File: config.mk
export PLATFORM = sky130hd
export DESIGN_NAME = alu_share_ctrl
export DESIGN_NICKNAME = d
export VERILOG_FILES = /design/src/rtl/alu_share_ctrl.sv
export SDC_FILE = /design/constraint.sdc
export NUM_CORES = 1
export LEC_CHECK = 0
export ABC_AREA = 1
export CAP_MARGIN = 20
export CORE_ASPECT_RATIO = 1.2
export CORE_MARGIN = 3
export CORE_UTILIZATION = 44
export CTS_CLUSTER_DIAMETER = 80
export CTS_CLUSTER_SIZE = 12
export DETAILED_ROUTE_END_ITERATION = 8
export PLACE_DENSITY = 0.86
export SLEW_MARGIN = 15
export SYNTH_ARGS = -nofsm -noshare
export SYNTH_HDL_FRONTEND = slang
export SYNTH_SLANG_ARGS = --single-unit
File: constraint.sdc
create_clock -name clk -period 3.55 [get_ports clk]
set_input_delay 0.71 -clock clk [delete_from_list [all_inputs] [get_ports clk]]
set_output_delay 0.71 -clock clk [all_outputs]
set_load 0.01 [all_outputs]
File: src/rtl/alu_share_ctrl.sv
// alu_share_ctrl: two-port arbiter and sequencer that time-shares one slow
// combinational ALU. Holds the winning operands for a settle window, then
// captures result and flags and returns them over a valid/ready channel.
module alu_share_ctrl #(
    parameter int unsigned WIDTH      = 32,
    parameter int unsigned SETTLE     = 4,
    parameter int unsigned MUL_SETTLE = 40
) (
    input  logic             clk,
    input  logic             reset,

    input  logic             req0_valid,
    output logic             req0_ready,
    input  logic [WIDTH-1:0] req0_a,
    input  logic [WIDTH-1:0] req0_b,
    input  logic [2:0]       req0_ctrl,
    output logic             resp0_valid,
    input  logic             resp0_ready,
    output logic [WIDTH-1:0] resp0_result,
    output logic [3:0]       resp0_flags,

    input  logic             req1_valid,
    output logic             req1_ready,
    input  logic [WIDTH-1:0] req1_a,
    input  logic [WIDTH-1:0] req1_b,
    input  logic [2:0]       req1_ctrl,
    output logic             resp1_valid,
    input  logic             resp1_ready,
    output logic [WIDTH-1:0] resp1_result,
    output logic [3:0]       resp1_flags,

    output logic [WIDTH-1:0] alu_a,
    output logic [WIDTH-1:0] alu_b,
    output logic [2:0]       alu_ctrl,
    input  logic [WIDTH-1:0] alu_out,
    input  logic             alu_zero,
    input  logic             alu_overflow,
    input  logic             alu_cout
);

    // Counter only needs to hold the larger settle window minus one.
    localparam int unsigned CNT_MAX = (MUL_SETTLE > SETTLE) ? MUL_SETTLE : SETTLE;
    localparam int unsigned CNT_W   = (CNT_MAX > 1) ? $clog2(CNT_MAX) : 1;

    localparam logic [CNT_W-1:0] ALU_LOAD  = CNT_W'(SETTLE - 1);
    localparam logic [CNT_W-1:0] MUL_LOAD  = CNT_W'(MUL_SETTLE - 1);
    localparam logic [2:0]       OP_MUL    = 3'b100;
    localparam logic [3:0]       ERR_FLAGS = 4'b1000;

    typedef enum logic [1:0] {
        S_IDLE  = 2'd0,
        S_DRIVE = 2'd1,
        S_RESP  = 2'd2
    } state_e;

    state_e           state_q, state_d;
    logic             rr_q, rr_d;
    logic             owner_q, owner_d;
    logic [CNT_W-1:0] cnt_q, cnt_d;
    logic [WIDTH-1:0] alu_a_q, alu_a_d;
    logic [WIDTH-1:0] alu_b_q, alu_b_d;
    logic [2:0]       alu_ctrl_q, alu_ctrl_d;
    logic [1:0]       resp_valid_q, resp_valid_d;
    logic [WIDTH-1:0] resp0_result_q, resp0_result_d;
    logic [WIDTH-1:0] resp1_result_q, resp1_result_d;
    logic [3:0]       resp0_flags_q, resp0_flags_d;
    logic [3:0]       resp1_flags_q, resp1_flags_d;

    logic             grant0_c, grant1_c;
    logic [WIDTH-1:0] sel_a_c, sel_b_c;
    logic [2:0]       sel_ctrl_c;
    logic             owner_ready_c;
    logic             cap_en_c;
    logic [WIDTH-1:0] cap_result_c;
    logic [3:0]       cap_flags_c;

    // Round-robin grant, only offered while idle; rr breaks ties.
    always_comb begin
        grant0_c = 1'b0;
        grant1_c = 1'b0;
        if (state_q == S_IDLE) begin
            if (req0_valid && req1_valid) begin
                grant0_c = ~rr_q;
                grant1_c = rr_q;
            end else begin
                grant0_c = req0_valid;
                grant1_c = req1_valid;
            end
        end
    end

    // Payload of the granted requester and the current owner's response ready.
    always_comb begin
        sel_a_c       = grant1_c ? req1_a    : req0_a;
        sel_b_c       = grant1_c ? req1_b    : req0_b;
        sel_ctrl_c    = grant1_c ? req1_ctrl : req0_ctrl;
        owner_ready_c = owner_q  ? resp1_ready : resp0_ready;
    end

    // Next-state and datapath updates for the accept / settle / respond sequence.
    always_comb begin
        state_d        = state_q;
        rr_d           = rr_q;
        owner_d        = owner_q;
        cnt_d          = cnt_q;
        alu_a_d        = alu_a_q;
        alu_b_d        = alu_b_q;
        alu_ctrl_d     = alu_ctrl_q;
        resp_valid_d   = resp_valid_q;
        resp0_result_d = resp0_result_q;
        resp1_result_d = resp1_result_q;
        resp0_flags_d  = resp0_flags_q;
        resp1_flags_d  = resp1_flags_q;
        cap_en_c       = 1'b0;
        cap_result_c   = '0;
        cap_flags_c    = '0;

        case (state_q)
            S_IDLE: begin
                if (grant0_c || grant1_c) begin
                    owner_d = grant1_c;
                    rr_d    = ~grant1_c;
                    if (sel_ctrl_c <= OP_MUL) begin
                        alu_a_d    = sel_a_c;
                        alu_b_d    = sel_b_c;
                        alu_ctrl_d = sel_ctrl_c;
                        cnt_d      = (sel_ctrl_c == OP_MUL) ? MUL_LOAD : ALU_LOAD;
                        state_d    = S_DRIVE;
                    end else begin
                        // Unsupported op: answer with err, leave the ALU inputs alone.
                        cap_en_c     = 1'b1;
                        cap_result_c = '0;
                        cap_flags_c  = ERR_FLAGS;
                        state_d      = S_RESP;
                    end
                end
            end
            S_DRIVE: begin
                if (cnt_q == '0) begin
                    cap_en_c     = 1'b1;
                    cap_result_c = alu_out;
                    cap_flags_c  = {1'b0, alu_cout, alu_overflow, alu_zero};
                    state_d      = S_RESP;
                end else begin
                    cnt_d = cnt_q - CNT_W'(1);
                end
            end
            S_RESP: begin
                if (resp_valid_q[owner_q] && owner_ready_c) begin
                    resp_valid_d = '0;
                    state_d      = S_IDLE;
                end
            end
            default: begin
                state_d = S_IDLE;
            end
        endcase

        if (cap_en_c) begin
            if (owner_d) begin
                resp1_result_d  = cap_result_c;
                resp1_flags_d   = cap_flags_c;
                resp_valid_d[1] = 1'b1;
            end else begin
                resp0_result_d  = cap_result_c;
                resp0_flags_d   = cap_flags_c;
                resp_valid_d[0] = 1'b1;
            end
        end
    end

    // State and output registers with synchronous reset.
    always_ff @(posedge clk) begin
        if (reset) begin
            state_q        <= S_IDLE;
            rr_q           <= 1'b0;
            owner_q        <= 1'b0;
            cnt_q          <= '0;
            alu_a_q        <= '0;
            alu_b_q        <= '0;
            alu_ctrl_q     <= '0;
            resp_valid_q   <= '0;
            resp0_result_q <= '0;
            resp1_result_q <= '0;
            resp0_flags_q  <= '0;
            resp1_flags_q  <= '0;
        end else begin
            state_q        <= state_d;
            rr_q           <= rr_d;
            owner_q        <= owner_d;
            cnt_q          <= cnt_d;
            alu_a_q        <= alu_a_d;
            alu_b_q        <= alu_b_d;
            alu_ctrl_q     <= alu_ctrl_d;
            resp_valid_q   <= resp_valid_d;
            resp0_result_q <= resp0_result_d;
            resp1_result_q <= resp1_result_d;
            resp0_flags_q  <= resp0_flags_d;
            resp1_flags_q  <= resp1_flags_d;
        end
    end

    assign req0_ready   = grant0_c;
    assign req1_ready   = grant1_c;
    assign resp0_valid  = resp_valid_q[0];
    assign resp1_valid  = resp_valid_q[1];
    assign resp0_result = resp0_result_q;
    assign resp1_result = resp1_result_q;
    assign resp0_flags  = resp0_flags_q;
    assign resp1_flags  = resp1_flags_q;
    assign alu_a        = alu_a_q;
    assign alu_b        = alu_b_q;
    assign alu_ctrl     = alu_ctrl_q;

endmodule

# After elaboration in Yosys (flattened, before gate mapping)
# Cells that the tools add are included.
dict set report word_totals {
  out_inout_bits 143
  register_bits 151
  wordCells 75
  in_bits 175
}
dict set report op_classes {
  magnitude_cmp 2
  bitwise_logic 3
  reduce_logical 12
  addsub 1
  eq_ne 8
  n_mux 37
}
# operator n
set ops {}
lappend ops {{$mux W32} 4}
lappend ops {{$mux W6} 4}
lappend ops {{$mux W1} 14}
lappend ops {{$mux W2} 7}
lappend ops {{$pmux W6 S2} 1}
lappend ops {{$mux W4} 2}
lappend ops {{$pmux W4 S2} 1}
lappend ops {{$logic_not A6 Y1} 1}
lappend ops {{$mux W3} 2}
lappend ops {{$ne A2 B2 Y1 const B} 3}
lappend ops {{$pmux W2 S3} 1}
lappend ops {{$reduce_and A2 Y1} 3}
lappend ops {{$reduce_and A3 Y1} 2}
lappend ops {{$sub A6 B1 Y6 const B} 1}
lappend ops {{$ne A2 B1 Y1 const B} 2}
lappend ops {{$reduce_and A4 Y1} 1}
lappend ops {{$eq A3 B3 Y1 const B} 1}
lappend ops {{$le A3 B3 Y1 const B} 1}
lappend ops {{$not A1 Y1} 3}
lappend ops {{$eq A2 B1 Y1 const B} 1}
lappend ops {{$eq A2 B2 Y1 const B} 1}
lappend ops {{$logic_and A1 B1 Y1} 2}
lappend ops {{$logic_not A2 Y1} 1}
lappend ops {{$lt A1 B2 Y1 const B} 1}
lappend ops {{other kinds (3)} 3}

# Logic depth before layout (Yosys ltp)
dict set report logic_depth {
  word_depth 9
  mapped_depth 12
  mapped_depth_nobuf 11
}

# Worst setup path after synthesis
# No wires, ideal clock.
dict set report synth_path {
  path_kind {input to output}
  from {in req0_valid}
  to {out req1_ready}
  arrival_ns 1.347
  n_path_buf 1
  path_stages 4
  slack_ns 1.493
  t_required_ns 2.840
  cell_sequence {nand2_1 nand3_4 inv_4 clkbuf_1}
}
dict set report synth_between {
  elab_chain_len 3
}
# element line
set synth_lines {}
lappend synth_lines {{from (decl)} 12} ;# input logic req0_valid,
lappend synth_lines {{$logic_and A1 B1 Y1} 82} ;# if (req0_valid && req1_valid) begin
lappend synth_lines {{$mux W1} 82}
lappend synth_lines {{$mux W1} 81} ;# if (state_q == S_IDLE) begin
lappend synth_lines {{to (decl)} 23} ;# output logic req1_ready,
# No other way between the ends.

# Worst setup path after layout
dict set report layout_path {
  from {in req1_valid}
  to {out req1_ready}
}
dict set report layout_between {
  elab_chain_len 3
}
# element line
set layout_lines {}
lappend layout_lines {{from (decl)} 22} ;# input logic req1_valid,
lappend layout_lines {{$logic_and A1 B1 Y1} 82}
lappend layout_lines {{$mux W1 (*)} 82}
lappend layout_lines {{$mux W1 (*)} 81}
# Mark *: on every way between the ends. The rest lies on a longest branch, timed or not.

==> results.yml <==
floorplan:
  boundaryPins: 318
  fp-row-count: 48
  die_area_um2: 16620
  fp.dieW_um: 118.2
  start_util_pct: 45.54
  die_h_um: 140.6
  fp.coreArea_um2: 14590
worst_setup_path:
  arrival_ns: 2.17
  max_stage_delay_ns: 0.59
  path_delay_family: "buffers and inverters"
  crit_chain: "clkdlybuf4s50_1 -> nand3_4 -> inv_4 -> clkdlybuf4s50_1"
  path_depth: 4
  reg2reg_from: "state_q[0]"
  end_kind: "output pin"
  slowest_stage: "clkdlybuf4s50_1"
  worstReg2RegEnd: "alu_b[17]"
  critical-path-top-cell-by-count: "clkdlybuf4s50_1"
  reg2reg_depth: 11
  worstPathRequired_ns: 2.84
  regToRegSetupSlack_ns: 1.31
  start_kind: "input port"
  worstPathMaxFanout: 9
  cp_num_buf_inv: 3
  critical_path_class: "in2out"
place:
  dpl.hpwl_um: 16390
  place.gp.congestion: 0.8705
  dp_cells: 1418
  place.port_buffers: 317
  placed_area_um2: 9812
timing:
  fmax_mhz: 347.8
  rsz0062_at_grt: "no"
  drv_slew: 0
  clock_skew_ns: 0.004796
  period_share_pct: 80.99
  finalSetupViolCount: 0
  layout_min_cycle_time_ns: 2.875
  max_slew.worst_pin.slew_ns: 0.7674
  fin_setup_tns_ns: 0
  hold_violations: 0
  maxSlewHeadroom_pct: 48.79
power:
  p_sw_uw: 2467
  clkPwrFrac_pct: 27.3
  netSwitchingFraction_pct: 36.81
  seq_power_share_pct: 32.6
  p_leak_uw: 0.004196
  power_uw: 6703
  internal_power_uw: 4236
  irDropWorstVdd_uv: 335.6
  comb_power_share_pct: 40.1
  powerDensity_nw_per_um2: 643.8
global_routing:
  gr-total-overflow: 0
  gr-usage-all-layers_pct: 26.71
  grt_max_degree: 67
  antenna_found_initial: 1
  grt_pass1_wl_um: 35710
  grt_pass1_vias: 7086
synth:
  synth.most_common_cell: "nand2_1"
  synth_common_cells: "376 x nand2_1, 151 x dfxtp_1, 134 x nand3_1"
  synthCells: 957
  synth.distinct_cells: 29
  seq_area_frac_synth_pct: 45.48
  synthArstFlopShare_pct: 0
  ys_warn_count: 0
  syn_avg_cell_area_um2: 6.945
  synth-seq-cells: 151
  synth_nets: 1134
  synth_top_cell_area_share_pct: 45.48
  synth.area.top_cells: "dfxtp_1 45%, nand2_1 21%, nand3_1 10%"
  synth_edf_count: 0
  ys.flop_type: "dfxtp_1"
  yosys.area.top_type: "dfxtp_1"
  netlist_area_um2: 6646
cells_and_area:
  finalInstanceArea_um2: 10410
  num-fill-cells: 1191
  nets: 1414
  instances_no_fill: 1451
  post-route-util_pct: 71.34
  final_layout_size_suffix_gt1_share_pct: 5.440
  syn_to_final_growth_pct: 56.64
detailed_routing:
  detail-route-antenna-nets: 0
  num_vias: 7359
  firstDrtPassIters: 5
  viasPerCell: 5.072
  drt-initial-drc-count: 439
  drt-total-wl_um: 22720
  wl_per_cell_um: 15.66
  post-route-drc-count: 0
hold_path:
  holdPathStages: 2
  hold_end: "resp0_result[13]"
  hold_start: "resp0_result[13]"
  worstHoldPathType: "reg2reg"
cts:
  ctsHoldBuffers: 0
  tritoncts: "yes"
  clk_path_buf_depth: 2
  postCtsResizedCells: 0
  clk_latency_ns: 0.41
  cts_setup_buffers: 0
  htree_levels: 4
  path_clk_slew_ns: 0.06
  cts_sinks: 151
  cts_made_buffers: 17
  cts_root_buf: "clkbuf_16"
flow_run:
  maxCapViolCount: 0
run_status:
  outcome: "finished, final reports clean"
## metrics by stage
step,hold slack (ns),worst slack (ns)
2_1_floorplan,0.4522,1.493
6_report,0.4601,0.6748
3_5_place_dp,0.4511,0.5003
5_1_grt,0.4770,0.6262
3_3_place_gp,0.4471,0.5998
4_1_cts,0.4605,0.6820
## state kept, by name, indices dropped and copies added (netlist names), 3 cells and up
name and count:
alu_a 32, alu_b 32, resp0_result 32, resp1_result 32
cnt_q 6, resp0_flags 4, resp1_flags 4, alu_ctrl 3
## cells in the final DEF, fill, tap and decap left out
cell type,instances
a21oi_1,128
a21oi_4,1
a32oi_1,1
and3_4,1
buf_12,1
buf_4,14
bufinv_16,3
clkbuf_1,1
clkbuf_16,17
clkbuf_8,1
clkdlybuf4s50_1,316
clkinv_2,5
clkinvlp_4,4
dfxtp_1,151
diode_2,1
ha_1,2
inv_1,29
inv_2,5
inv_4,1
inv_6,1
nand2_1,376
nand2_2,5
nand2_4,3
nand3_1,134
nand3_2,1
nand3_4,1
nand4_1,5
nor2_1,27
nor2_2,1
nor2_4,3
nor3_1,4
o21ai_0,6
xnor2_1,1
xor2_1,1
## tightest hold or removal path, delay by kind of cell (launching register included)
kind            cells  cell delay (ns)
flops               1             0.31
simple gates        1             0.06
compound gates      1             0.05
## power groups by stage
stage / combinational [uW] / clock, uW / sequential, uW
2_1_floorplan: 1510 / 0 / 2320
3_3_place_gp: 2650 / 0 / 2200
3_5_place_dp: 2680 / 0 / 2210
4_1_cts: 2700 / 1860 / 2180
5_1_grt: 2960 / 1940 / 2220
6_report: 2690 / 1830 / 2180
## kinds of logic after synthesis
logic type | share of synthesized area (%)
AO/OA/AOI/OAI | 10.47
XOR/XNOR | 0.2636
adder cells (fa/ha/maj) | 0.3764
buffers and inverters | 7.699
flip-flops | 45.48
AND/OR/NAND/NOR | 35.71
## worst max path at each step
stage	startpoint	end	slack, ns
finish	req1_valid	req1_ready	0.67
global route	req1_valid	req1_ready	0.63
CTS	req1_valid	req1_ready	0.68
detailed placement	req0_valid	alu_b[17]	0.50
global placement	req0_valid	alu_b[18]	0.60
floorplan	req0_valid	req1_ready	1.49
## layer usage
metal | wire, um | GRT usage [%] | part of all wire (%) | vias to the layer above
met3 | 2009 | 9.310 | 8.8 | 55
met4 | 907 | 13.09 | 4.0 | 0
li1 | - | - | - | 3647
met1 | 8515 | 28.93 | 37 | 3359
met2 | 11290 | 46.46 | 50 | 298
met5 | 0 | 0 | 0 | -
## area by class of cell
type	instances	area (um^2)	share of cell area (%)
Timing Repair Buffer	331	3288	31.58
Multi-Input combinational cell	701	3117	29.94
Sequential cell	151	3023	29.04
Clock buffer	19	442.9	4.254
Tap cell	200	250.2	2.404
Clock inverter	13	153.9	1.478
Inverter	35	133.9	1.286
Antenna cell	1	2.502	0.02404
No activity file was read; power rests on OpenSTA's default activity.
